==> config.mk <==
export PLATFORM = sky130hd
export DESIGN_NAME = alu_arbiter
export DESIGN_NICKNAME = d
export VERILOG_FILES = /design/src/rtl/alu_arbiter.sv
export SDC_FILE = /design/constraint.sdc
export NUM_CORES = 1
export LEC_CHECK = 0
export BUFFER_PORTS_ARGS = -buffer_cell sky130_fd_sc_hd__buf_2
export CORE_AREA = 2 2 107 109
export CTS_CLUSTER_SIZE = 14
export DETAILED_ROUTE_END_ITERATION = 10
export DIE_AREA = 0 0 109 111
export GPL_TIMING_DRIVEN = 0
export PLACE_DENSITY = 0.61
export SLEW_MARGIN = 20
export SYNTH_ARGS = -nofsm -noshare
export SYNTH_HDL_FRONTEND = slang
export SYNTH_SLANG_ARGS = --single-unit
==> constraint.sdc <==
create_clock -name clk -period 1.75 [get_ports clk]
set_input_delay 0 -clock clk [delete_from_list [all_inputs] [get_ports clk]]
set_output_delay 0 -clock clk [all_outputs]
set_load 0.01 [all_outputs]
==> src/rtl/alu_arbiter.sv <==
// Two-requester round-robin front end for one shared combinational ALU, with a single registered response slot.
// Latency: 1 cycle from accept (reqN_valid & reqN_ready) to rsp_valid. Sustains one op per cycle.
// Backpressure: a full slot with rsp_ready low forces both reqN_ready low. Inputs are never stored.
//
// Ports:
//   clk, rst_n                          clock and asynchronous active-low reset
//   reqN_valid/ready/da/db/aluctr       requester N handshake and operation (N = 0, 1)
//   alu_da/alu_db/alu_aluctr            operation driven to the shared ALU
//   alu_result/alu_zero                 combinational result returned by the shared ALU
//   rsp_valid/ready/id/result/zero      registered response slot
//
// Build option: define ALU_ARB_FIXED_PRIO_EN to make requester 0 win every contention.
// If it is left undefined, contention alternates round-robin starting with requester 0.

module alu_arbiter (
    input  logic        clk,
    input  logic        rst_n,
    input  logic        req0_valid,
    output logic        req0_ready,
    input  logic [31:0] req0_da,
    input  logic [31:0] req0_db,
    input  logic [3:0]  req0_aluctr,
    input  logic        req1_valid,
    output logic        req1_ready,
    input  logic [31:0] req1_da,
    input  logic [31:0] req1_db,
    input  logic [3:0]  req1_aluctr,
    output logic [31:0] alu_da,
    output logic [31:0] alu_db,
    output logic [3:0]  alu_aluctr,
    input  logic [31:0] alu_result,
    input  logic        alu_zero,
    output logic        rsp_valid,
    input  logic        rsp_ready,
    output logic        rsp_id,
    output logic [31:0] rsp_result,
    output logic        rsp_zero
);

    typedef enum logic {
        EMPTY = 1'b0,
        FULL  = 1'b1
    } state_e;

    state_e      state_q, state_d;
    logic        last_grant_q, last_grant_d;
    logic [31:0] rsp_result_q, rsp_result_d;
    logic        rsp_zero_q, rsp_zero_d;
    logic        rsp_id_q, rsp_id_d;

    logic        can_issue;
    logic        grant_vld;
    logic        grant_id;
    logic        mux_sel;

    assign rsp_valid  = (state_q == FULL);
    assign rsp_id     = rsp_id_q;
    assign rsp_result = rsp_result_q;
    assign rsp_zero   = rsp_zero_q;

    // rst_n is folded in so that no handshake can complete while reset is held,
    // even though the slot already reads EMPTY at that point.
    assign can_issue = rst_n & ((state_q == EMPTY) | (rsp_valid & rsp_ready));

    // Arbitration
    always_comb begin
        grant_vld = can_issue & (req0_valid | req1_valid);
        grant_id  = 1'b0;
        if (req0_valid & req1_valid) begin
`ifdef ALU_ARB_FIXED_PRIO_EN
            grant_id = 1'b0;
`else
            grant_id = ~last_grant_q;
`endif
        end else begin
            grant_id = req1_valid;
        end
    end

    assign req0_ready = grant_vld & ~grant_id;
    assign req1_ready = grant_vld &  grant_id;

    // When nobody is granted, the ALU still sees a real requester's fields
    // (the last winner), so its inputs are never X.
    assign mux_sel    = grant_vld ? grant_id : last_grant_q;
    assign alu_da     = mux_sel ? req1_da     : req0_da;
    assign alu_db     = mux_sel ? req1_db     : req0_db;
    assign alu_aluctr = mux_sel ? req1_aluctr : req0_aluctr;

    // Response slot next state
    always_comb begin
        state_d      = state_q;
        last_grant_d = last_grant_q;
        rsp_result_d = rsp_result_q;
        rsp_zero_d   = rsp_zero_q;
        rsp_id_d     = rsp_id_q;
        if (grant_vld) begin
            // This covers both an empty slot and a full slot that is drained in
            // the same cycle.
            state_d      = FULL;
            last_grant_d = grant_id;
            rsp_result_d = alu_result;
            rsp_zero_d   = alu_zero;
            rsp_id_d     = grant_id;
        end else if ((state_q == FULL) && rsp_ready) begin
            state_d = EMPTY;
        end
    end

    always_ff @(posedge clk or negedge rst_n) begin
        if (!rst_n) begin
            state_q      <= EMPTY;
            last_grant_q <= 1'b1;
            rsp_result_q <= 32'd0;
            rsp_zero_q   <= 1'b0;
            rsp_id_q     <= 1'b0;
        end else begin
            state_q      <= state_d;
            last_grant_q <= last_grant_d;
            rsp_result_q <= rsp_result_d;
            rsp_zero_q   <= rsp_zero_d;
            rsp_id_q     <= rsp_id_d;
        end
    end

endmodule

Word level (Yosys, flattened, before mapping)
Index checks and enable logic that the tools add are counted.

Mux-type cells: 7. Bitwise logic cells: 11. Reductions and logical operators: 2.

Operators with widths (count): 32-bit two-way mux (2); 1-bit bitwise AND (6); 1-bit two-way mux (4); 4-bit two-way mux (1); 1-bit inverter (3); 1-bit bitwise OR (2); 2-bit nonzero test (1); 1-bit logical AND (1).

Register bits after elaboration: 36. Input bits: 174. Output and inout port bits: 105. Logic and storage cells: 25.

Longest topological paths before layout
Depth in word-level cells: 6. Mapped depth: 6. Depth with buffers taken out: 4.

Worst setup path after synthesis
OpenSTA, ideal clock, no wires.

Kind: register to output. From: register state_q (netlist: rsp_valid). To: output alu_aluctr[0]. Arrival time: 1524 ps. Required time: 1750 ps. Path slack: 226 ps. Cell stages (with the launch flop): 7. Buffers on the path: 2. Cell sequence: dfrtp_1 > nand2b_4 > and3_4 > o22ai_4 > buf_6 > buf_6 > mux2_1.

Word-level cells in the longest chain between the ends: 6. Elaborated cells on any way between the ends: 7. Classes of those cells: mux: 2; bitwise: 5.

Ends and longest elaborated chain: start, declared (line 45) `state_e state_q, state_d;`; start signal, assigned (line 118) `state_q <= state_d;`; 1-bit bitwise AND or 1-bit inverter (tied branches) (line 63) `assign can_issue = rst_n & ((state_q == EMPTY) | (rsp_valid & rsp_ready));`; 1-bit bitwise OR * (line 63); 1-bit bitwise AND * (line 63); 1-bit bitwise AND * (line 67) `grant_vld = can_issue & (req0_valid | req1_valid);`; 1-bit two-way mux *; 4-bit two-way mux * (line 88) `assign alu_aluctr = mux_sel ? req1_aluctr : req0_aluctr;`; end, declared (line 30) `output logic [3:0] alu_aluctr,`.

Mark *: on every way between the ends. The rest lies on a longest branch, timed or not.

Final worst setup path
From: register state_q (netlist: rsp_valid). To: output alu_db[4].

Word-level cells in the longest chain between the ends: 6. Elaborated cells on any way between the ends: 7. Classes of those cells: mux: 2; bitwise: 5.

Ends and longest elaborated chain: 1-bit bitwise AND or 1-bit inverter (tied branches) (line 63); 1-bit bitwise OR * (line 63); 1-bit bitwise AND * (line 63); 1-bit bitwise AND * (line 67); 1-bit two-way mux *; 32-bit two-way mux * (line 87) `assign alu_db = mux_sel ? req1_db : req0_db;`; end, declared (line 29) `output logic [31:0] alu_db,`.

Marks and branches as above.

==> impl_metrics.tcl <==
set metrics [dict create \
    synthAdderAreaFrac_pct 0 \
    worst_ep_required_time_ns 1.75 \
    vias 2654 \
    critical_path_peak_fanout 10 \
    antennaDiodeCount 0 \
    grt_pass1_vias 2783 \
    yosys-top-cells-area "mux2_2, dfrtp_1, mux2_1, buf_4, dfstp_2" \
    initial_core_util_pct 20.00 \
    fp.dieH_um 111 \
    drc 0 \
    syn_nets 335 \
    finalHoldViolCount 0 \
    drt.antenna.violating_nets 0 \
    drv_slew 0 \
    die-area_mm2 0.01210 \
    cts.clk_slew.worst_paths_ns 0.05 \
    gp_congestion 0.7087 \
    p_clk_share_pct 22.3 \
    finalCritPeriodShare_pct 110.4 \
    yosysMostFrequentCell "mux2_2" \
    cts_root_buf "clkbuf_16" \
    arrival_ns 1.93 \
    yosys.area.top_type_share_pct 46.75 \
    yosysWarningCount 0 \
    reg2reg_depth 5 \
    io_buffers 278 \
    routed_wl_um 9859 \
    switching_share_pct 29.41 \
    seqPwrFrac_pct 22.3 \
    start_kind "register" \
    hold_path_class "in2reg" \
    final_cells 631 \
    relSlewSlack_pct 78.78 \
    core_region_area_mm2 0.01108 \
    drv_cap 0 \
    fin_crit_ns 1.932 \
    path_class "reg2out" \
    tightest_slew_ns 0.3150 \
    fmax_mhz 517.5 \
    setup_ws_ns -0.1825 \
    cts.sinks 36 \
    violations "negative setup slack" \
    clockBufferDepth 2 \
    io_pins 279 \
    final_nets 661 \
    antenna_found_initial 0 \
    synthMuxAreaShare_pct 51.33 \
    status "complete, but fails checks" \
    avgSynthCellArea_um2 13.76 \
    cts_tree "built" \
    setup_viol 68 \
    synth_top_family_by_area "multiplexers" \
    dp_hpwl_um 6975 \
    ys_ff_latch 36 \
    synthToLayoutAreaGrowth_pct 128.6 \
    synth_compound_area_share_pct 1.807 \
    p_per_area_mw_per_mm2 939.7 \
    ir_drop_mv 0.4002 \
    synth_xor_area_share_pct 0 \
    viasPerCell 4.206 \
    numCtsBuffers 5 \
    synth_edf_count 0 \
    grt_max_degree 36 \
    power.total_uw 4759 \
    final_layout_size_suffix_gt1_share_pct 84.22 \
    dr.pass1.iters 4 \
    hold-path-cell-count 3 \
    synth_common_cells "mux2_2, dfrtp_1, mux2_1, buf_4, buf_2" \
    grt_pass1_wl_um 13750 \
    ys.flop_type "dfrtp_1" \
    internal_power_uw 3359 \
    yosysTopAreaCell "mux2_2" \
    grt_usage_pct 14.77 \
    endpoint_kind "output pin" \
    fin_worst_skew_ns 0.005791 \
    yosysSeqAreaShare_pct 40.71 \
    rsz0062_at_grt "true" \
    placed_cells 582 \
    async_reset_ff_share_pct 100.0 \
    netlist_area_mm2 0.002216 \
    power_leakage_uw 0.002658 \
    synth_cell_types 17 \
    clk_latency_ns 0.27 \
    grt.overflow.total 0 \
    synth_simple_gate_area_share_pct 2.202 \
    postLayoutCoreUtil_pct 45.72 \
    fp-row-count 39 \
    cts_max_level 2 \
    first_iter_violations 80 \
    comb_power_share_pct 55.3 \
    synthCells 161 \
    wire_per_inst_um 15.62 \
    die_x_um 109 \
    switchingPower_uw 1400 \
]
==> logic make-up (layout without fill, tap and decap cells) <==
kind of cell / Yosys count / in the layout
mux: 101 / 101
flops: 36 / 36
buf+inv: 13 / 340
simple gates: 7 / 7
compound gates: 4 / 4
==> per-layer routing <==
metal	vias to the layer above	part of all wire (%)	track usage, %
li1	1240	-	-
met1	1252	36	15.79
met2	148	55	28.32
met3	14	7.5	3.527
met4	0	1.5	3.590
met5	-	0	0
==> placed cells by master, fill, tap and decap left out, types with 2 or more instances in the layout <==
master / instances
buf_16: 2
mux2_4: 52
clkbuf_16: 5
mux2_2: 49
buf_12: 5
buf_8: 4
clkbuf_8: 2
dfrtp_1: 35
buf_6: 60
buf_2: 221
nand2_2: 2
dlygate4sd3_1: 34
buf_4: 4
inv_1: 2
==> final cells by class <==
| cell class | count | area (µm²) |
|---|---|---|
| repair buffers | 319 | 2226 |
| inverters | 2 | 7.507 |
| clock inverters | 1 | 30.03 |
| multi-input cells | 112 | 1426 |
| well taps | 143 | 178.9 |
| flip-flops and latches | 36 | 902.1 |
| fillers | 985 | 6012 |
| plain buffers | 11 | 141.4 |
| clock buffers | 7 | 152.6 |
==> stage by stage <==
stage,setup slack (ns),hold slack (ns),TNS [ns],instance area [µm²]
after floorplan,0.2255,-0.2956,0,2216
after global placement,-0.5777,0.1489,-32.61,3786
after detailed placement,-0.6018,0.1693,-38.04,3786
final,-0.1825,0.06279,-8.101,5065
after CTS,-0.2069,0.06574,-10.54,4950
after global routing,-0.2439,0.07657,-12.75,5065
==> flip-flops by register name, summed over array words and instances, names as in the netlist, named ones only <==
register	count
rsp_zero	1
rsp_result	32
rsp_id	1
rsp_valid	1
==> power by group through the flow <==
| stage | registers (µW) | clock network (µW) | logic, µW |
|---|---|---|---|
| after CTS | 1060 | 1100 | 2490 |
| after global placement | 1070 | 0 | 1720 |
| final | 1060 | 1060 | 2630 |
| after global routing | 1080 | 1140 | 2770 |
| after detailed placement | 1070 | 0 | 1750 |
| after floorplan | 1150 | 0 | 931 |
==> path summary, 6_finish.rpt <==
check | startpoint | to | slack, ns
setup / recovery | rsp_valid | alu_db[4] | -0.18
hold / removal | rsp_ready | rsp_valid | 0.06
setup reg to reg | rsp_valid | rsp_result[26] | 0.16
hold reg to reg | rsp_result[17] | rsp_result[17] | 0.50
max in group asynchronous | rst_n | rsp_id | 1.17
min in group asynchronous | rst_n | async pin | 0.37
==> worst max-delay path, stage by stage (launching register included) <==
cell	delay [ns]
dfrtp_1	0.38
nand2b_4	0.09
and3_4	0.16
o22ai_4	0.20
buf_12	0.19
buf_12	0.15
mux2_2	0.34
buf_2	0.16
==> what timing repair did <==
| item | in CTS | in global routing |
|---|---|---|
| setup buffers | 4 | 0 |
| pin swaps | 2 | 0 |
| hold buffers | 35 | 0 |
| endpoints found under the hold margin | 68 | 0 |
| setup endpoints to repair | 100 | 69 |
| resized for setup | 111 | 24 |
| gates cloned | 2 | 0 |
(Power assumes the default switching activity.)
